===== config.mk =====
export PLATFORM = sky130hd
export DESIGN_NAME = word_context_product
export DESIGN_NICKNAME = d
export VERILOG_FILES = /design/src/rtl/word_context_product_pkg.sv /design/src/rtl/word_context_product_fixmul.sv /design/src/rtl/word_context_product.sv
export SDC_FILE = /design/constraint.sdc
export NUM_CORES = 2
export LEC_CHECK = 0
export BUFFER_PORTS_ARGS = -buffer_cell sky130_fd_sc_hd__buf_2
export CAP_MARGIN = 40
export CORE_UTILIZATION = 30
export CTS_BUF_LIST = sky130_fd_sc_hd__clkbuf_16
export CTS_CLUSTER_DIAMETER = 100
export DETAILED_ROUTE_END_ITERATION = 8
export GPL_ROUTABILITY_DRIVEN = 0
export PLACE_DENSITY = 0.53
export RECOVER_POWER = 25
export SLEW_MARGIN = 5
export SYNTH_ARGS = -nofsm -noshare
export SYNTH_HDL_FRONTEND = slang
export SYNTH_SLANG_ARGS = --single-unit

===== constraint.sdc =====
create_clock -name clk -period 11.9 [get_ports clk]
set_input_delay 2.38 -clock clk [delete_from_list [all_inputs] [get_ports clk]]
set_output_delay 2.38 -clock clk [all_outputs]
set_load 0.02 [all_outputs]

===== src/rtl/word_context_product_pkg.sv =====
// word_context_product_pkg: shared Q7.8 fixed-point types and constants for the skip-gram dot-product cell.
package word_context_product_pkg;
  localparam int DIM   = 3;
  localparam int WIDTH = 16;
  localparam int FRAC  = 8;
  localparam int PW    = 2 * WIDTH - FRAC;
  localparam int ACC_W = PW + 2;
  typedef logic signed [WIDTH-1:0] fix_t;
  typedef logic [DIM-1:0][WIDTH-1:0] vec_t;
  localparam fix_t Q_MAX = 16'sh7FFF;
  localparam fix_t Q_MIN = 16'sh8000;
endpackage


===== src/rtl/word_context_product_fixmul.sv =====
// word_context_product_fixmul: signed Q7.8 multiply, full product shifted right by FRAC (floor).
module word_context_product_fixmul
  import word_context_product_pkg::*;
(
  input  fix_t                 a_i,
  input  fix_t                 b_i,
  output logic signed [PW-1:0] p_o
);
  logic signed [2*WIDTH-1:0] prod;
  assign prod = a_i * b_i;
  assign p_o  = prod[2*WIDTH-1:FRAC];
endmodule


===== src/rtl/word_context_product.sv =====
// word_context_product: registered ReLU(word . context) with its gradients w.r.t. both vectors.
module word_context_product
  import word_context_product_pkg::*;
(
  input  logic                   clk,
  input  logic                   reset,
  output logic [WIDTH-1:0]       y,
  output logic [DIM*WIDTH-1:0]   y_dword_vec,
  output logic [DIM*WIDTH-1:0]   y_dcontext_vec,
  input  logic [DIM*WIDTH-1:0]   word_embv,
  input  logic [DIM*WIDTH-1:0]   context_embv
);
  localparam logic signed [ACC_W-1:0] ACC_MAX = ACC_W'(Q_MAX);
  localparam logic signed [ACC_W-1:0] ACC_MIN = ACC_W'(Q_MIN);
  logic signed [PW-1:0]    p [DIM];
  logic signed [ACC_W-1:0] sum;
  fix_t                    s_sat;
  logic                    active;
  logic [WIDTH-1:0]        y_d, y_q;
  logic [DIM*WIDTH-1:0]    dw_d, dw_q, dc_d, dc_q;
  for (genvar i = 0; i < DIM; i++) begin : g_mul
    word_context_product_fixmul u_mul (
      .a_i (fix_t'(word_embv[WIDTH*i +: WIDTH])),
      .b_i (fix_t'(context_embv[WIDTH*i +: WIDTH])),
      .p_o (p[i])
    );
  end
  // Accumulator is two bits wider than a product, so three terms never overflow.
  always_comb begin
    sum = '0;
    for (int k = 0; k < DIM; k++) sum = sum + {{(ACC_W-PW){p[k][PW-1]}}, p[k]};
    s_sat  = sum > ACC_MAX ? Q_MAX : sum < ACC_MIN ? Q_MIN : fix_t'(sum[WIDTH-1:0]);
    active = s_sat > 0;
    y_d    = active ? s_sat : '0;
    dw_d   = active ? context_embv : '0;
    dc_d   = active ? word_embv : '0;
  end
  always_ff @(posedge clk) begin
    if (reset) begin
      y_q  <= '0;
      dw_q <= '0;
      dc_q <= '0;
    end else begin
      y_q  <= y_d;
      dw_q <= dw_d;
      dc_q <= dc_d;
    end
  end
  assign y              = y_q;
  assign y_dword_vec    = dw_q;
  assign y_dcontext_vec = dc_q;
endmodule


=== Word-level counts from Yosys, hierarchy flattened ===
Cells that the tools add are included.

* Add/sub/neg operators: 2
* $mul: 3
* Div/mod/pow operators: 0
* $lt $le $gt $ge: 3
* Equality and inequality tests: 0
* Shift-type cells: 0
* Mux-type cells: 2
* Bitwise gates (word level): 1
* Reduce and logical (&&, ||, !) cells: 1

{| class="wikitable"
|+ Operators with widths
! kind !! count
|-
| $mul A16 B16 Y32 || 3
|-
| $mux W16 || 2
|-
| $add A25 B24 Y26 || 1
|-
| $gt A26 B16 Y1 const B || 1
|-
| $lt A26 B16 Y1 const B || 1
|-
| $add A24 B24 Y25 || 1
|-
| $gt A16 B1 Y1 const B || 1
|-
| $reduce_or A2 Y1 || 1
|-
| $not A1 Y1 || 1
|}

* Register bits after elaboration: 112
* Latch bits: 0
* Bits in writable memories: 0
* ROM bits: 0
* Input bits: 98
* Output and inout bits: 112
* Logic and storage cells: 15
* Memories kept: 0

=== Longest topological paths before layout ===
* Depth in word-level cells: 9
* Depth in mapped cells: 40
* Depth with buffers taken out: 36

=== Hierarchy ===
From an unflattened synthesis, not the netlist that was laid out.

* Cell total of the unflattened synthesis: 3780
* Area total of the unflattened synthesis: 34479.3 um2

{| class="wikitable"
|+ Modules (own cells, without submodules)
! module !! instances !! cells an instance !! area each (um2) !! sequential area each (um2)
|-
| word_context_product_fixmul at g_mul[0].u_mul || 1 || 1094 || 9820.7 || 0.0
|-
| word_context_product_fixmul at g_mul[2].u_mul || 1 || 1047 || 9646.8 || 0.0
|-
| word_context_product_fixmul at g_mul[1].u_mul || 1 || 1045 || 9604.2 || 0.0
|-
| word_context_product || 1 || 594 || 5407.7 || 2242.2
|}

=== Worst setup path before layout ===
No wires, ideal clock.

* Path kind: input -> register
* Start point: input port context_embv[33]
* End point: register y_q[10], in the netlist y[10]
* Library setup time: 0.132 ns
* Arrival: 10.869 ns
* Required time: 11.768 ns
* Setup slack: 0.898 ns
* Cell stages on the path: 36
* Buffers on the path: 4
* Cell sequence: clkbuf_1 -> nand2_1 -> inv_1 -> fa_1 -> fa_1 -> inv_1 -> fa_1 -> fa_1 -> inv_1 -> fa_1 -> fa_1 -> ha_1 -> a21o_1 -> a21o_1 -> a21o_1 -> o21a_1 -> o211ai_1 -> and3b_1 -> o21bai_1 -> a21o_1 -> xnor2_1 -> fa_1 -> inv_1 -> ha_1 -> buf_2 -> a21o_1 -> a21oi_1 -> a21oi_1 -> or4_1 -> a2111oi_0 -> nand4_1 -> nor3_1 -> and4b_1 -> buf_4 -> buf_6 -> a21oi_1

* Word-level cells in the longest chain between the ends: 8
* Elaborated cells on any way between the ends: 9
* Classes of those cells: add/sub (1); mul (1); order compare (3); mux (2); bitwise (1); reduce/logical (1)

{| class="wikitable"
|+ Ends and longest elaborated chain
! element !! line !! RTL
|-
| start, declared || word_context_product.sv:11 || <nowiki>input logic [DIM*WIDTH-1:0] context_embv</nowiki>
|-
| $mul A16 B16 Y32 (*) || word_context_product_fixmul.sv:10 || <nowiki>assign prod = a_i * b_i;</nowiki>
|-
| $add A25 B24 Y26 (*) || word_context_product.sv:31 || <nowiki>for (int k = 0; k < DIM; k++) sum = sum + {{(ACC_W-PW){p[k][PW-1]}}, p[k]};</nowiki>
|-
| $lt A26 B16 Y1 || word_context_product.sv:32 || <nowiki>s_sat = sum > ACC_MAX ? Q_MAX : sum < ACC_MIN ? Q_MIN : fix_t'(sum[WIDTH-1:0]);</nowiki>
|-
| $mux W16 || word_context_product.sv:32 ||
|-
| $mux W16 (*) || word_context_product.sv:32 ||
|-
| $gt A16 B1 Y1 || word_context_product.sv:33 || <nowiki>active = s_sat > 0;</nowiki>
|-
| $not A1 Y1 (no source line) || n/a ||
|-
| $reduce_or A2 Y1 (no source line) || n/a ||
|-
| end signal, assigned || word_context_product.sv:44 || <nowiki>y_q <= y_d;</nowiki>
|-
| end, declared || word_context_product.sv:19 || <nowiki>logic [WIDTH-1:0] y_d, y_q;</nowiki>
|}

Every way passes the cells marked *; elsewhere a longest branch is shown, timed or not.
A chain may end at the register's enable or synchronous reset.

=== Final worst setup path ===
* Start point: input port word_embv[24]
* End point: register dc_q[47], in the netlist y_dcontext_vec[47]

* Word-level cells in the longest chain between the ends: 9
* Elaborated cells on any way between the ends: 10
* Classes of those cells: add/sub (2); mul (1); order compare (3); mux (2); bitwise (1); reduce/logical (1)

{| class="wikitable"
|+ Ends and longest elaborated chain
! element !! line !! RTL
|-
| start, declared || word_context_product.sv:10 || <nowiki>input logic [DIM*WIDTH-1:0] word_embv,</nowiki>
|-
| $mul A16 B16 Y32 (*) || word_context_product_fixmul.sv:10 ||
|-
| $add A24 B24 Y25 (*) || word_context_product.sv:31 ||
|-
| $add A25 B24 Y26 (*) || word_context_product.sv:31 ||
|-
| $lt A26 B16 Y1 || word_context_product.sv:32 ||
|-
| $mux W16 || word_context_product.sv:32 ||
|-
| $mux W16 (*) || word_context_product.sv:32 ||
|-
| $gt A16 B1 Y1 (*) || word_context_product.sv:33 ||
|-
| $not A1 Y1 (no source line) (*) || n/a ||
|-
| $reduce_or A2 Y1 (no source line) (*) || n/a ||
|-
| end signal, assigned || word_context_product.sv:42 || <nowiki>dc_q <= '0;</nowiki>
|-
| end signal, assigned || word_context_product.sv:46 || <nowiki>dc_q <= dc_d;</nowiki>
|-
| end, declared || word_context_product.sv:20 || <nowiki>logic [DIM*WIDTH-1:0] dw_d, dw_q, dc_d, dc_q;</nowiki>
|}

Marks and branches as above.

==> impl_metrics.py <==
metrics = {
    "yosys": {
        "synth-seq-area-share_pct": 6.669,
        "syn_inst": 3605,
        "synth_ff_type": "dfxtp_1",
        "avgSynthCellArea_um2": 9.326,
        "syn-num-nets": 4772,
        "synth_cell_types": 80,
        "synth_edf_count": 0,
        "yosys_warnings": 0,
        "synth-seq-cells": 112,
        "syn_area_um2": 33620,
        "async_flop_share_pct": 0,
    },
    "detailed_routing": {
        "vias": 23840,
        "wl_met2_um": 43460,
        "drt-initial-drc-count": 1130,
        "route.detailed.drc": 0,
        "top_layer_used": "met4",
        "wl_per_cell_um": 17.31,
        "wl_met3_um": 3568,
        "drt_pass1_iterations": 5,
        "via_per_inst": 4.496,
        "drt-met1-wl_um": 43360,
        "detail-route-antenna-nets": 0,
        "wl_um": 91790,
    },
    "cells_and_area": {
        "fin_nets": 4975,
        "synthToLayoutAreaGrowth_pct": 10.25,
        "final_common_cell": "inv_1",
        "fillerInstances": 11660,
        "drive_above_1_share_pct": 8.078,
        "most-common-layout-cells": "inv_1 (879), fa_1 (808), and2_1 (442)",
    },
    "timing": {
        "rsz0062_at_grt": "false",
        "worst_slew_pin_slew_ns": 0.8333,
        "drv_slew": 0,
        "setup_viol_count_final": 0,
        "finalCritPeriodShare_pct": 96.47,
        "fmax_mhz": 87.11,
        "fin_crit_ns": 11.48,
        "hold_violations": 0,
        "fin_tns_setup_ns": 0,
        "slew-limit-headroom_pct": 43.94,
    },
    "worst_hold_path": {
        "hp-class": "primary input to flip-flop",
    },
    "worst_setup_path": {
        "crit_type": "primary input to flip-flop",
        "arrival_ns": 11.80,
        "cp-end-kind": "flip-flop",
        "crit_required_ns": 12.22,
        "worst-path-max-fanout": 32,
        "cp-start-kind": "primary input",
        "slowest_delay_ns": 0.52,
        "critPathMostFrequentCell": "fa_1",
        "path_delay_family": "adder cells",
        "crit_buf_inv": 7,
        "crit_path_top_delay_cell": "fa_1",
    },
    "global_route": {
        "grt-ovfl-total": 0,
        "first_global_vias": 25590,
        "grt_antenna_before_repair": 1,
        "track_usage_pct": 17.05,
        "grt_pass1_wl_um": 148100,
        "grt_max_degree": 39,
    },
    "clocking": {
        "cts.clk_slew.worst_paths_ns": 0.10,
        "cts-resized-gates": 0,
        "cts_buffers": 9,
        "cts_max_path_buffers": 2,
        "cts_hold_buf": 0,
        "clock_sinks": 112,
        "cts_tree": "yes",
        "postCtsSetupBuffers": 0,
        "h-tree-depth": 3,
        "clockRootBuffer": "clkbuf_16",
    },
    "placement": {
        "place_hpwl_um": 77920,
        "portBuffers": 209,
    },
    "die": {
        "die_w_um": 336.8,
        "start_util_pct": 30.34,
        "dieArea_um2": 113400,
        "coreArea_um2": 110800,
        "die_height_um": 336.8,
        "io_pins": 210,
        "rows": 122,
    },
    "flow_run": {
        "maxCapViolations": 0,
    },
    "outcome": {
        "status": "finished clean",
    },
}
## path summary, 6_finish.rpt
| check | startpoint | end | cells after the start |
|---|---|---|---|
| min | context_embv[32] | y_dword_vec[32] | 2 |
| max | word_embv[24] | y_dcontext_vec[47] | 35 |
## stage by stage
step / hold slack, ns / setup slack, ns / area [um^2] / cells / util, %
3_5_place_dp: 2.728 / 0.08651 / 36810 / 5285 / 33.21
5_1_grt: 2.266 / 0.04200 / 37060 / 5301 / 33.44
4_1_cts: 2.238 / 0.5427 / 37130 / 5301 / 33.50
3_3_place_gp: 2.728 / 0.1874 / 36790 / 5283 / 33.20
6_report: 2.276 / 0.4196 / 37060 / 5303 / 33.44
2_1_floorplan: 2.502 / 0.8984 / 33620 / 3605 / -
## cell families after synthesis
logic type               after synthesis  share of synthesized area [%]
AND/OR/NAND/NOR                     1068                          16.23
XOR/XNOR                             105                          2.735
AO/OA/AOI/OAI                        249                          5.118
adder cells (fa/ha/maj)             1069                          57.83
multiplexers                           2                        0.06327
other                                  1                        0.01115
buffers and inverters                999                          11.34
flip-flops                           112                          6.669
## layout make-up
type / count / area (um^2) / share of cell area (%)
multi-input combinational: 2494 / 27560 / 74.37
inverter: 880 / 3303 / 8.912
sequential: 112 / 2242 / 6.050
tap: 1488 / 1862 / 5.023
timing repair buffer: 311 / 1768 / 4.770
clock buffer: 9 / 225.2 / 0.6077
clock inverter: 7 / 93.84 / 0.2532
antenna: 2 / 5.005 / 0.01350
## cell usage after synthesis, drive strengths merged, types with 24 or more instances
library cell / instances / area, um^2
xor2: 31 / 271.5
fa: 808 / 16180
clkbuf: 100 / 375.4
ha: 261 / 3266
o21ai: 46 / 230.2
nor2: 72 / 270.3
nand2: 411 / 1545
xnor2: 74 / 648.1
nand2b: 28 / 175.2
and2: 443 / 2774
nor3: 25 / 130.1
a21oi: 76 / 391.6
dfxtp: 112 / 2242
a21o: 24 / 180.2
inv: 879 / 3299
## metal layers
layer | vias up | track usage, %
met5 | - | 0
met4 | 0 | 3.472
met3 | 71 | 1.461
met2 | 520 | 28.04
met1 | 12240 | 24.41
li1 | 11020 | -
## sequential cells by signal (all words and copies together) (netlist names)
| register | flops |
|---|---|
| y_dcontext_vec | 48 |
| y_dword_vec | 48 |
| y | 16 |
Power is left out: the tool's default activity adds up to more than one toggle a clock period on the data nets, which glitch-free logic cannot reach.
